[config.mk]
export PLATFORM = sky130hd
export DESIGN_NAME = astrocade_autotype
export DESIGN_NICKNAME = d
export VERILOG_FILES = /design/src/rtl/astrocade_autotype.sv
export SDC_FILE = /design/constraint.sdc
export NUM_CORES = 1
export LEC_CHECK = 0
export ABC_CLOCK_PERIOD_IN_PS = 6000
export CORE_MARGIN = 2
export CORE_UTILIZATION = 40
export CTS_CLUSTER_DIAMETER = 80
export DETAILED_ROUTE_END_ITERATION = 16
export GPL_TIMING_DRIVEN = 0
export PLACE_DENSITY = 0.65
export SLEW_MARGIN = 20
export SYNTH_ARGS = -nofsm -noshare
export SYNTH_HDL_FRONTEND = slang
export SYNTH_SLANG_ARGS = --single-unit
[constraint.sdc]
create_clock -name clk_sys -period 6 [get_ports clk_sys]
set_input_delay 0.6 -clock clk_sys [delete_from_list [all_inputs] [get_ports clk_sys]]
set_output_delay 0.6 -clock clk_sys [all_outputs]
set_load 0.01 [all_outputs]
[src/rtl/astrocade_autotype.sv]
// Keystroke sequencer for the Astrocade keypad matrix: queues key codes and
// presses each one for HOLD_TICKS ticks, then releases it for GAP_TICKS ticks.
module astrocade_autotype #(
    parameter int FIFO_DEPTH = 8,
    parameter int HOLD_TICKS = 3,
    parameter int GAP_TICKS  = 2
) (
    input  logic       clk_sys,
    input  logic       reset,
    input  logic       tick,
    input  logic       abort,
    input  logic       in_valid,
    input  logic [7:0] in_data,
    output logic       in_ready,
    input  logic [7:0] col_select,
    output logic [7:0] row_data,
    output logic       busy,
    output logic [7:0] active_code
);
    localparam int AW      = $clog2(FIFO_DEPTH);
    localparam int CNT_MAX = (HOLD_TICKS > GAP_TICKS) ? HOLD_TICKS : GAP_TICKS;
    localparam int CW      = $clog2(CNT_MAX + 1);
    localparam logic [CW-1:0] HOLD_C  = CW'(HOLD_TICKS);
    localparam logic [CW-1:0] GAP_C   = CW'(GAP_TICKS);
    localparam logic [CW-1:0] CNT_ONE = CW'(1);

    typedef enum logic [1:0] {IDLE, PRESS, GAP} state_t;

    state_t        state_q, state_d;
    logic [AW:0]   wr_ptr_q, wr_ptr_d;
    logic [AW:0]   rd_ptr_q, rd_ptr_d;
    logic [7:0]    cur_q, cur_d;
    logic [CW-1:0] cnt_q, cnt_d;
    logic          busy_q, busy_d;
    logic [7:0]    mem_q [FIFO_DEPTH];

    logic       full, empty, code_ok, push, pop, held;
    logic [7:0] col_mask;

    assign empty    = (wr_ptr_q == rd_ptr_q);
    assign full     = (wr_ptr_q[AW-1:0] == rd_ptr_q[AW-1:0]) && (wr_ptr_q[AW] != rd_ptr_q[AW]);
    assign in_ready = !full;

    // Only codes addressing the 8x8 matrix (or the pause marker) take an entry;
    // anything else is still handshaken so the source never stalls on it.
    assign code_ok = (in_data == 8'hFF) || (!in_data[7] && !in_data[3]);
    assign push    = in_valid && in_ready && code_ok && !abort;
    assign pop     = (state_q == IDLE) && !empty && !abort;

    always_comb begin
        state_d  = state_q;
        cur_d    = cur_q;
        cnt_d    = cnt_q;
        wr_ptr_d = push ? wr_ptr_q + 1'b1 : wr_ptr_q;
        rd_ptr_d = pop  ? rd_ptr_q + 1'b1 : rd_ptr_q;
        case (state_q)
            IDLE: begin
                if (pop) begin
                    cur_d   = mem_q[rd_ptr_q[AW-1:0]];
                    cnt_d   = HOLD_C;
                    state_d = PRESS;
                end
            end
            PRESS: begin
                if (tick) begin
                    if (cnt_q == CNT_ONE) begin
                        cnt_d   = GAP_C;
                        state_d = GAP;
                    end else begin
                        cnt_d = cnt_q - CNT_ONE;
                    end
                end
            end
            GAP: begin
                if (tick) begin
                    cnt_d = cnt_q - CNT_ONE;
                    if (cnt_q == CNT_ONE) state_d = IDLE;
                end
            end
            default: state_d = IDLE;
        endcase
        if (abort) begin
            state_d  = IDLE;
            cur_d    = 8'h00;
            cnt_d    = '0;
            wr_ptr_d = '0;
            rd_ptr_d = '0;
        end
        busy_d = (wr_ptr_d != rd_ptr_d) || (state_d != IDLE);
    end

    always_ff @(posedge clk_sys) begin
        if (reset) begin
            state_q  <= IDLE;
            cur_q    <= 8'h00;
            cnt_q    <= '0;
            wr_ptr_q <= '0;
            rd_ptr_q <= '0;
            busy_q   <= 1'b0;
        end else begin
            state_q  <= state_d;
            cur_q    <= cur_d;
            cnt_q    <= cnt_d;
            wr_ptr_q <= wr_ptr_d;
            rd_ptr_q <= rd_ptr_d;
            busy_q   <= busy_d;
        end
    end

    always_ff @(posedge clk_sys) begin
        if (push) mem_q[wr_ptr_q[AW-1:0]] <= in_data;
    end

    // A pause marker walks through PRESS/GAP without touching the matrix.
    assign held        = (state_q == PRESS) && (cur_q != 8'hFF);
    assign col_mask    = 8'h01 << cur_q[6:4];
    assign row_data    = (held && (col_select == col_mask)) ? (8'h01 << cur_q[2:0]) : 8'h00;
    assign active_code = held ? cur_q : 8'h00;
    assign busy        = busy_q;

endmodule

==> results.cfg <==
[status]
status = complete, no violations

[worst_setup_path]
timing.rr.start = wr_ptr_q[1]
r2r_cells = 7
critPathTopFamily = buffers and inverters
cpMostUsedCell = clkdlybuf4s50_1
critical_path.cell_chain = clkdlybuf4s50_1 > and3b_1 > o21ai_0 > a21oi_1 > o221a_1 > nand4_1 > or2_1 > nor3_1 > clkdlybuf4s50_1
path_class = in2out
cp-startpoint = col_select[5]
cp_slowest_cell = clkdlybuf4s50_1
required_ps = 5400
worst_path_largest_cell_delay_ps = 570
critPathLaunchType = primary input
path_max_fanout = 4
critPathBufInv = 2
critical_path_arrival_ps = 2880
end_kind = primary output
r2r-end = mem_q[7][1]
reg2reg_slack_ps = 3530

[layout]
final_common_cell = edfxtp_1
diodes = 0
mostFrequentLayoutCells = edfxtp_1, nor2_1, clkdlybuf4s50_1
area_growth_pct = 20.3
register_area_um2 = 2340
layout-drive-gt1-share_pct = 15.3
post-route-util_pct = 49.5
multiInputGateArea_um2 = 1560
nets = 393
n_fill_cell = 892

[cts]
cts_tree = built
path_clk_slew_ps = 80
postCtsSetupBuffers = 0
cts_resized = 0
hold_buffers = 0
clk_latency_ps = 350
cts-buffers-inserted = 9
clock-sinks = 85
clock_path_buffers = 2
cts_max_level = 3
root_buffer = clkbuf_8

[timing]
report.final.slew_viol_count = 0
finalSetupViolations = 0
max_freq_ghz = 0.288
clock_skew_ps = 5.58
slew_headroom_pct = 37.8
worstMarginPinSlew_ps = 929
min_period_over_period_pct = 57.9
setup_tns_ps = 0
finalHoldViolCount = 0
post-route-min-period_ps = 3480
rsz0062_at_grt = no

[logic_synthesis]
synth_ff_type = edfxtp_1
ys_ff_latch = 85
syn_inst = 310
avgSynthCellArea_um2 = 12.9
synth_warnings = 0
synth_edf_count = 64
ys_seq_area_share_pct = 58.5
syn-num-nets = 340
syn-cell-area_um2 = 4000
async_reset_ff_share_pct = 0
synth.distinct_cells = 48

[global_route]
grt_pass1_vias = 2562
grt_util_all_layers_pct = 15.3
grt_pass1_wl_mm = 12.8
antenna_found_initial = 0
grt_overflow_total = 0
grt_max_degree = 15

[drt]
vias = 2577
firstDrtPassIters = 4
drc = 0
ant_nets = 0
wire_per_inst_um = 16.1
wirelength_mm = 8.03
drtIter0Drc = 125
via_per_inst = 5.15

[floorplan]
coreArea_um2 = 9730
num_rows = 36
ioPinCount = 39
die_area_um2 = 10800
dieWidth_um = 104
start_util_pct = 41.2
die_h_um = 104

[hold_path]
holdPathEnd = cnt_q[1]
hold_path.class = reg2reg
whs_path_depth = 2
min_from = cnt_q[1]

[placed_design]
dp_hpwl_mm = 5.78
port_buffers = 38
gp_congestion = 0.790

[power_and_ir_drop]
peakVddDrop_v = 0.000169
p_per_area_nw_per_um2 = 235
leakagePower_nw = 1.50

[flow_run]
maxCapViolations = 0
[through the flow]
stage,hold slack [ps],setup WS [ps],instances,total power [mW],instance area (um2)
finish,514,2520,500,1.13,4820
CTS,506,2540,500,1.14,4820
floorplan,462,3440,310,0.680,4000
global route,549,2410,500,1.17,4820
global placement,481,1830,481,0.708,4550
detailed placement,492,2330,485,0.711,4610
[worst register-to-register path, stage by stage (launching register included)]
cell     delay (ps)
dfxtp_1         330
buf_2           200
xnor2_1         150
nand4_2         130
nand3_1         220
nor2_1          200
nand2_1         130
nor2_1          730
[final cells by class]
class | count | area share (%)
Clock inverter | 5 | 1.77
Tap cell | 133 | 3.45
Clock buffer | 10 | 2.65
Multi-Input combinational cell | 198 | 32.4
Inverter | 9 | 0.701
Timing Repair Buffer | 42 | 8.41
Buffer | 18 | 2.00
Sequential cell | 85 | 48.6
[registers in the layout, indices dropped and copies added (netlist names)]
| register | flops |
|---|---|
| cnt_q | 2 |
| wr_ptr_q | 4 |
| busy | 1 |
| mem_q | 64 |
| rd_ptr_q | 4 |
| state_q | 2 |
| cur_q | 8 |
[where the power goes]
part	switching, mW	internal, mW	total, mW
sequential	0.00212	0.634	0.636
clock	0.201	0.235	0.436
combinational	0.0327	0.0280	0.0607
total	0.236	0.896	1.13
[worst max path at each step]
stage | slack, ps | depth (start not counted) | to
3_5_place_dp | 2330 | 7 | mem_q[5][6]
4_1_cts | 2540 | 9 | row_data[4]
6_report | 2520 | 9 | row_data[4]
2_1_floorplan | 3440 | 5 | mem_q[0][0]
5_1_grt | 2410 | 9 | row_data[4]
3_3_place_gp | 1830 | 6 | mem_q[0][6]
[layer usage]
layer  part of all wire, %  wire length, um  vias up  track usage, %
met2                    51             4090       44            26.5
met1                    44             3570     1262            19.4
met5                     0                0        -               0
met3                   3.6              288        9            3.45
li1                      -                -     1262               -
met4                   1.0               83        0            4.34
[synthesized netlist by cell type, types with 6 or more instances]
master,count,area [um2]
edfxtp_1,64,1920
nor2_1,38,143
dfxtp_1,21,420
mux4_2,16,360
a21oi_1,13,65.1
nand2_1,12,45.0
a211oi_1,11,82.6
o21ai_0,11,55.1
mux2i_1,10,100
and2_1,9,56.3
ha_1,9,113
inv_1,9,33.8
clkbuf_1,7,26.3
nand2b_1,7,43.8
nor3_1,7,35.0
xnor2_1,7,61.3
nand3_1,6,30.0
nand4_1,6,37.5
[cells by family after synthesis]
| kind of cell | Yosys count | share of synthesized area, % |
|---|---|---|
| and+or+nand+nor | 104 | 13.1 |
| DFF | 85 | 58.5 |
| AOI/OAI and AO/OA | 46 | 7.53 |
| buffers and inverters | 27 | 3.25 |
| muxes | 27 | 11.8 |
| xor gates and xnor gates | 12 | 3.00 |
| adders and majority gates | 9 | 2.81 |
(Power assumes the default switching activity.)
